**src/rtl/fact_sched.sv**
```systemverilog
// Round-robin scheduler that shares one iterative 64x32 factorial datapath
// among four requesters; results are tagged with the owning requester index.
module fact_sched #(
  parameter int unsigned MAXN = 20
) (
  input  logic         clk,
  input  logic         rst,
  input  logic [3:0]   req,
  input  logic [127:0] n_in,
  output logic [3:0]   ack,
  output logic         busy,
  output logic         out_valid,
  output logic [1:0]   out_id,
  output logic [63:0]  Out,
  output logic         ovf
);

  localparam logic [1:0] IDLE = 2'd0;
  localparam logic [1:0] CALC = 2'd1;
  localparam logic [1:0] DONE = 2'd2;

  logic [1:0]  state_reg;
  logic [1:0]  ptr_reg;
  logic [1:0]  gid_reg;
  logic [63:0] a_reg;
  logic [31:0] b_reg;
  logic        ovf_pend_reg;

  logic [31:0] opnd [4];
  logic [1:0]  win;
  logic [1:0]  idx;
  logic [31:0] win_n;
  logic [63:0] prod;

  genvar gi;
  generate
    for (gi = 0; gi < 4; gi++) begin : g_opnd
      assign opnd[gi] = n_in[32*gi +: 32];
    end
  endgenerate

  // Scan from the farthest candidate to the nearest so the requester
  // closest to ptr+1 overrides the others.
  always_comb begin
    win = ptr_reg;
    idx = '0;
    for (int k = 4; k >= 1; k--) begin
      idx = ptr_reg + k[1:0];
      if (req[idx]) win = idx;
    end
  end

  assign win_n = opnd[win];
  assign prod  = a_reg * {32'd0, b_reg};
  assign busy  = (state_reg != IDLE);

  always_ff @(posedge clk or negedge rst) begin
    if (!rst) begin
      state_reg    <= IDLE;
      ptr_reg      <= 2'd3;
      gid_reg      <= 2'd0;
      a_reg        <= 64'd0;
      b_reg        <= 32'd0;
      ovf_pend_reg <= 1'b0;
      ack          <= 4'd0;
      out_valid    <= 1'b0;
      out_id       <= 2'd0;
      Out          <= 64'd0;
      ovf          <= 1'b0;
    end else begin
      ack       <= 4'd0;
      out_valid <= 1'b0;
      case (state_reg)
        IDLE: begin
          if (|req) begin
            ack     <= 4'b0001 << win;
            ptr_reg <= win;
            gid_reg <= win;
            a_reg   <= 64'd1;
            b_reg   <= win_n;
            if (win_n > MAXN) begin
              // Result is known without multiplying; publish it one cycle later.
              state_reg    <= DONE;
              Out          <= 64'd0;
              ovf          <= 1'b1;
              out_id       <= win;
              ovf_pend_reg <= 1'b1;
            end else begin
              state_reg <= CALC;
            end
          end
        end
        CALC: begin
          if (b_reg > 32'd1) begin
            a_reg <= prod;
            b_reg <= b_reg - 32'd1;
          end else begin
            Out       <= a_reg;
            ovf       <= 1'b0;
            out_id    <= gid_reg;
            out_valid <= 1'b1;
            state_reg <= DONE;
          end
        end
        DONE: begin
          out_valid    <= ovf_pend_reg;
          ovf_pend_reg <= 1'b0;
          state_reg    <= IDLE;
        end
        default: state_reg <= IDLE;
      endcase
    end
  end

endmodule
```
**config.mk**
```make
export PLATFORM = sky130hd
export DESIGN_NAME = fact_sched
export DESIGN_NICKNAME = d
export VERILOG_FILES = /design/src/rtl/fact_sched.sv
export SDC_FILE = /design/constraint.sdc
export NUM_CORES = 2
export LEC_CHECK = 0
export BUFFER_PORTS_ARGS = -buffer_cell sky130_fd_sc_hd__buf_2
export CELL_PAD_IN_SITES_DETAIL_PLACEMENT = 0
export CELL_PAD_IN_SITES_GLOBAL_PLACEMENT = 1
export CORE_MARGIN = 10
export CORE_UTILIZATION = 48
export DETAILED_ROUTE_END_ITERATION = 10
export PLACE_DENSITY_LB_ADDON = 0.1
export SLEW_MARGIN = 20
export SYNTH_ARGS = -nofsm -noshare
export SYNTH_HDL_FRONTEND = slang
export SYNTH_SLANG_ARGS = --single-unit
```
**constraint.sdc**
```tcl
create_clock -name clk -period 8.7 [get_ports clk]
set_clock_uncertainty 0.2 [all_clocks]
set_input_delay 2.175 -clock clk [delete_from_list [all_inputs] [get_ports clk]]
set_output_delay 2.175 -clock clk [all_outputs]
set_load 0.03 [all_outputs]
```
### Word-level counts from Yosys, hierarchy flattened

Cells that the tools add are included.

| cells by class | value |
|---|---|
| $add $sub $neg | 4 |
| $mul | 1 |
| $lt $le $gt $ge | 6 |
| equal/unequal tests | 6 |
| shifts and indexed selects | 1 |
| muxes and demuxes | 39 |
| bitwise logic cells | 1 |
| reduce and logical (&&, ||, !) cells | 10 |

Operator list:

| kind | number |
|---|---|
| $mux 64 | 5 |
| $pmux 64 s2 | 2 |
| $mux 32 | 4 |
| $bmux 32 s2 | 1 |
| $mul 64x32->64 | 1 |
| $pmux 32 s2 | 1 |
| $gt 32x1->1 const B | 1 |
| $gt 32x5->1 const B | 1 |
| $sub 32x1->32 const B | 1 |
| $mux 2 | 9 |
| $lt 2x3->1 const B | 3 |
| $mux 4 | 2 |
| $ne 2x2->1 const B | 4 |
| $pmux 2 s2 | 2 |
| $mux 1 | 7 |
| $bmux 1 s2 | 3 |
| $pmux 1 s2 | 3 |
| $reduce_and 3->1 | 2 |
| $reduce_bool 2->1 | 3 |
| $add 2x2->2 const B | 2 |
| $reduce_and 2->1 | 2 |
| $reduce_and 4->1 | 1 |
| $reduce_or 4->1 | 1 |
| $shl 1x2->4 const A | 1 |
| 6 further kinds | 6 |

| storage, ports and cells | value |
|---|---|
| flip-flop bits (word level) | 175 |
| input bits | 134 |
| word-level logic and storage cells | 79 |

### Longest topological paths before layout

| depth | value |
|---|---|
| depth after elaboration | 14 |
| mapped depth | 30 |

### Worst setup path before layout

Ideal clock, no wire load.

| path | value |
|---|---|
| path kind | reg2reg |
| start point | reg b_reg[2] |
| end point | reg a_reg[62] |
| arrival time | 7515 ps |
| data required time | 8379 ps |
| path slack | 864 ps |
| stages on the path, launching flop included | 29 |
| path buffers | 2 |
| path through | dfrtp_1 -> clkbuf_1 -> clkbuf_1 -> nand2_1 -> fa_1 -> inv_1 -> fa_1 -> inv_1 -> fa_1 -> fa_1 -> inv_1 -> fa_1 -> inv_1 -> fa_1 -> inv_1 -> fa_1 -> fa_1 -> ha_1 -> a21oi_1 -> a21boi_0 -> a21o_1 -> a31o_2 -> a221o_1 -> a21oi_2 -> a211oi_1 -> a41oi_1 -> a22o_1 -> xnor2_1 -> a22o_1 |

| on the way | value |
|---|---|
| longest elaborated chain between the ends | 3 |
| elaborated cells on any way between the ends | 6 |

Ends and longest elaborated chain:

| element | line | source |
|---|---|---|
| from (decl) | 26 | `logic [31:0] b_reg;` |
| from (signal assigned) | 80 | `b_reg <= win_n;` |
| from (signal assigned) | 96 | `b_reg <= b_reg - 32'd1;` |
| $mul 64x32->64 or $gt 32x1->1 (tied branches) | 54, 94 |  |
| $mux 64 or $ne 2x2->1 (tied branches) | -- |  |
| $pmux 64 s2 or $reduce_and 3->1 (tied branches) | -- |  |
| to (signal assigned) | 95 | `a_reg <= prod;` |
| to (decl) | 25 | `logic [63:0] a_reg;` |

Parallel ways exist; a longest one is shown, timed or not. The select of a mux whose other input is x is not followed.
A chain may end at the register's enable or synchronous reset.

### Final worst setup path

| path | value |
|---|---|
| start point | reg b_reg[6] |
| end point | reg a_reg[62] |

Same word-level chain as after synthesis.

==> impl_metrics.json <==
{
  "synthArstFlopShare": 1.00,
  "ys_warn_count": 0,
  "insertion_delay_ns": 0.53,
  "drc": 0,
  "worstMarginPinSlew_ns": 1.02,
  "rows": 123,
  "die_y_um": 358,
  "drive_gt1_frac": 0.100,
  "hold_path_class": "reg2reg",
  "io_buffers": 206,
  "die_w_um": 358,
  "finalSetupViolations": 0,
  "antenna_found_initial": 8,
  "relSlewSlack": 0.319,
  "grtUsageTotal": 0.286,
  "criticalPathCategory": "reg2reg",
  "min_period_over_period": 0.972,
  "syn_nets": 7680,
  "ant_nets": 0,
  "avgSynthCellArea_sq_um": 9.11,
  "crit_fanout": 10,
  "area.growth.synth_to_final_pct": 7.98,
  "synth_cell_types": 73,
  "power.static_leakage_nw": 30.8,
  "ioPinCount": 207,
  "syn-cell-area_sq_um": 54900,
  "ys_seq_area_frac": 0.0799,
  "core_area_sq_um": 113000,
  "dieArea_sq_um": 128000,
  "crit_required_ns": 8.90,
  "grt_max_degree": 136,
  "cts_root_buf": "clkbuf_16",
  "final_core_util": 0.524,
  "vias": 40700,
  "vias_per_cell": 5.35,
  "synth-edff-count": 0,
  "clkSinkCount": 175,
  "fin_nets": 7763,
  "synth_seq_cells": 175,
  "firstDrtPassIters": 8,
  "max-clock-path-buffers": 2,
  "htreeDepth": 4,
  "n_fill_cell": 10800,
  "netlist_instances": 6018,
  "finalHoldWorstSlack_ns": 0.298,
  "p_per_area_nw_per_um2": 105,
  "start_util": 0.486,
  "vdd_drop_max_mv": 0.197,
  "finalHoldViolCount": 0,
  "grt_overflow_total": 0,
  "routedWlPerCell_um": 23.1,
  "gp_congestion": 0.933,
  "cts_buffers": 17,
  "grt_pass1_wl_mm": 277,
  "maxCapViolations": 0,
  "worst_ep_arrival_time_ns": 8.66,
  "fin_crit_ns": 8.46,
  "cts_tree": "yes",
  "outcome": "finished, final reports clean",
  "synth_ff_type": "dfrtp_1",
  "drt-initial-drc-count": 2898,
  "path_clk_slew_ns": 0.07,
  "cp-start-kind": "flop",
  "cp-end-kind": "flop",
  "drt_wl_total_mm": 176,
  "dp_hpwl_mm": 143,
  "rsz0062_at_grt": "true",
  "drv_slew": 0,
  "power_mw": 6.22,
  "fmax_mhz": 118,
  "first_global_vias": 44300
}
[cell families after synthesis]
group	share of synthesized area
buffers and inverters	0.119
multiplexers	0.0351
XOR/XNOR	0.0185
flip-flops	0.0799
AO/OA/AOI/OAI	0.0429
adder cells (fa/ha/maj)	0.536
AND/OR/NAND/NOR	0.169
[cell usage after synthesis (7+ instances only)]
| library cell | n | area share |
|---|---|---|
| fa_1 | 1368 | 0.50 |
| inv_1 | 1309 | 0.090 |
| nand2_1 | 1079 | 0.074 |
| and2_1 | 598 | 0.068 |
| clkbuf_1 | 362 | 0.025 |
| dfrtp_1 | 173 | 0.079 |
| ha_1 | 160 | 0.036 |
| o21ai_0 | 109 | 0.0099 |
| a21oi_1 | 98 | 0.0089 |
| mux2i_1 | 92 | 0.017 |
| xnor2_1 | 80 | 0.013 |
| nor2b_1 | 71 | 0.0081 |
| nor2_1 | 67 | 0.0046 |
| mux2_4 | 49 | 0.013 |
| a21o_1 | 41 | 0.0056 |
| xor2_1 | 36 | 0.0057 |
| nand3_1 | 29 | 0.0026 |
| o22ai_1 | 20 | 0.0023 |
| nor3_1 | 19 | 0.0017 |
| nand4_1 | 17 | 0.0019 |
| buf_1 | 16 | 0.0011 |
| and3_1 | 15 | 0.0017 |
| nand2b_1 | 15 | 0.0017 |
| mux2_2 | 14 | 0.0029 |
| nor4_1 | 14 | 0.0016 |
| a22o_1 | 13 | 0.0021 |
| buf_2 | 12 | 0.0011 |
| o21bai_1 | 12 | 0.0016 |
| mux2_1 | 10 | 0.0021 |
| a31oi_1 | 9 | 0.0010 |
| buf_6 | 8 | 0.0016 |
| o211ai_1 | 8 | 0.0011 |
| a21boi_0 | 7 | 0.00096 |
[power by group]
group	leakage [nW]	switching, mW	internal (mW)
logic	28.2	2.70	1.22
clock network	0.275	0.438	0.408
registers	2.30	0.520	0.937
total	30.8	3.66	2.56
[placed cells by master, fill, tap and decap left out, types with 71 or more instances in the layout]
cell type | netlist | layout
inv_1 | 1309 | 1309
dfrtp_1 | 173 | 143
fa_1 | 1368 | 1368
nand2_1 | 1079 | 1079
buf_2 | 12 | 205
ha_1 | 160 | 159
xnor2_1 | 80 | 80
nor2b_1 | 71 | 71
mux2i_1 | 92 | 92
buf_4 | 4 | 227
o21ai_0 | 109 | 108
a21oi_1 | 98 | 97
and2_1 | 598 | 598
[through the flow]
| stage | cells | setup slack [ns] | area [sq um] | TNS, ns |
|---|---|---|---|---|
| after CTS | 7611 | 0.0476 | 59100 | 0 |
| after detailed placement | 7579 | 0.00681 | 58500 | 0 |
| after floorplan | 6018 | 0.864 | 54900 | 0 |
| final | 7615 | 0.239 | 59200 | 0 |
| after global routing | 7614 | -0.0245 | 59200 | -0.0268 |
| after global placement | 7579 | 0.0341 | 58500 | 0 |
[worst max-delay path, cell delays in order, from the launching register on]
cell and delay (ns):
dfrtp_4 0.58, buf_4 0.22, and2_1 0.18, fa_1 0.48, fa_1 0.52, fa_1 0.54
inv_1 0.05, fa_1 0.47, inv_1 0.05, fa_1 0.48, fa_1 0.59, fa_1 0.44
fa_1 0.46, ha_1 0.33, a21o_1 0.22, a21o_1 0.19, a21o_1 0.15, a31o_2 0.27
a221o_1 0.44, a21oi_4 0.33, a211oi_1 0.16, buf_4 0.18, a41oi_1 0.33, a22o_1 0.20
xnor2_1 0.06, a22o_1 0.22
[cell type report]
type | count | area [sq um] | share of cell area
sequential | 175 | 4440 | 0.0750
clock buffer | 19 | 443 | 0.00748
timing repair buffer | 466 | 3390 | 0.0572
antenna | 1 | 2.50 | 0.0000422
inverter | 1310 | 4920 | 0.0830
tap | 1500 | 1880 | 0.0317
multi-input combinational | 4131 | 44000 | 0.743
clock inverter | 13 | 134 | 0.00226
[routing by layer]
layer	routed length, um	track usage	part of all wire
met5	13	0	0.000074
met4	4250	0.0648	0.024
met3	10500	0.0368	0.060
met2	84800	0.473	0.48
met1	76300	0.401	0.43
[timing repair]
action,in CTS,in global routing
pin swaps,0,0
endpoints found under the setup margin,2,15
resized for setup,1,23
hold buffers,0,0
setup buffers,0,3
[worst paths after layout]
| kind | startpoint | slack, ns | to | cells after the start |
|---|---|---|---|---|
| hold reg to reg | gid_reg[1] | 0.30 | gid_reg[1] | 1 |
| setup / recovery | b_reg[6] | 0.24 | a_reg[62] | 25 |
| min in group asynchronous | rst | 1.37 | Out[50] | 1 |
| max in group asynchronous | rst | 5.55 | b_reg[15] | 2 |
| setup reg to reg | b_reg[6] | 0.24 | a_reg[62] | 25 |
| hold / removal | gid_reg[1] | 0.30 | gid_reg[1] | 1 |
Power figures use the tool's default switching activity.
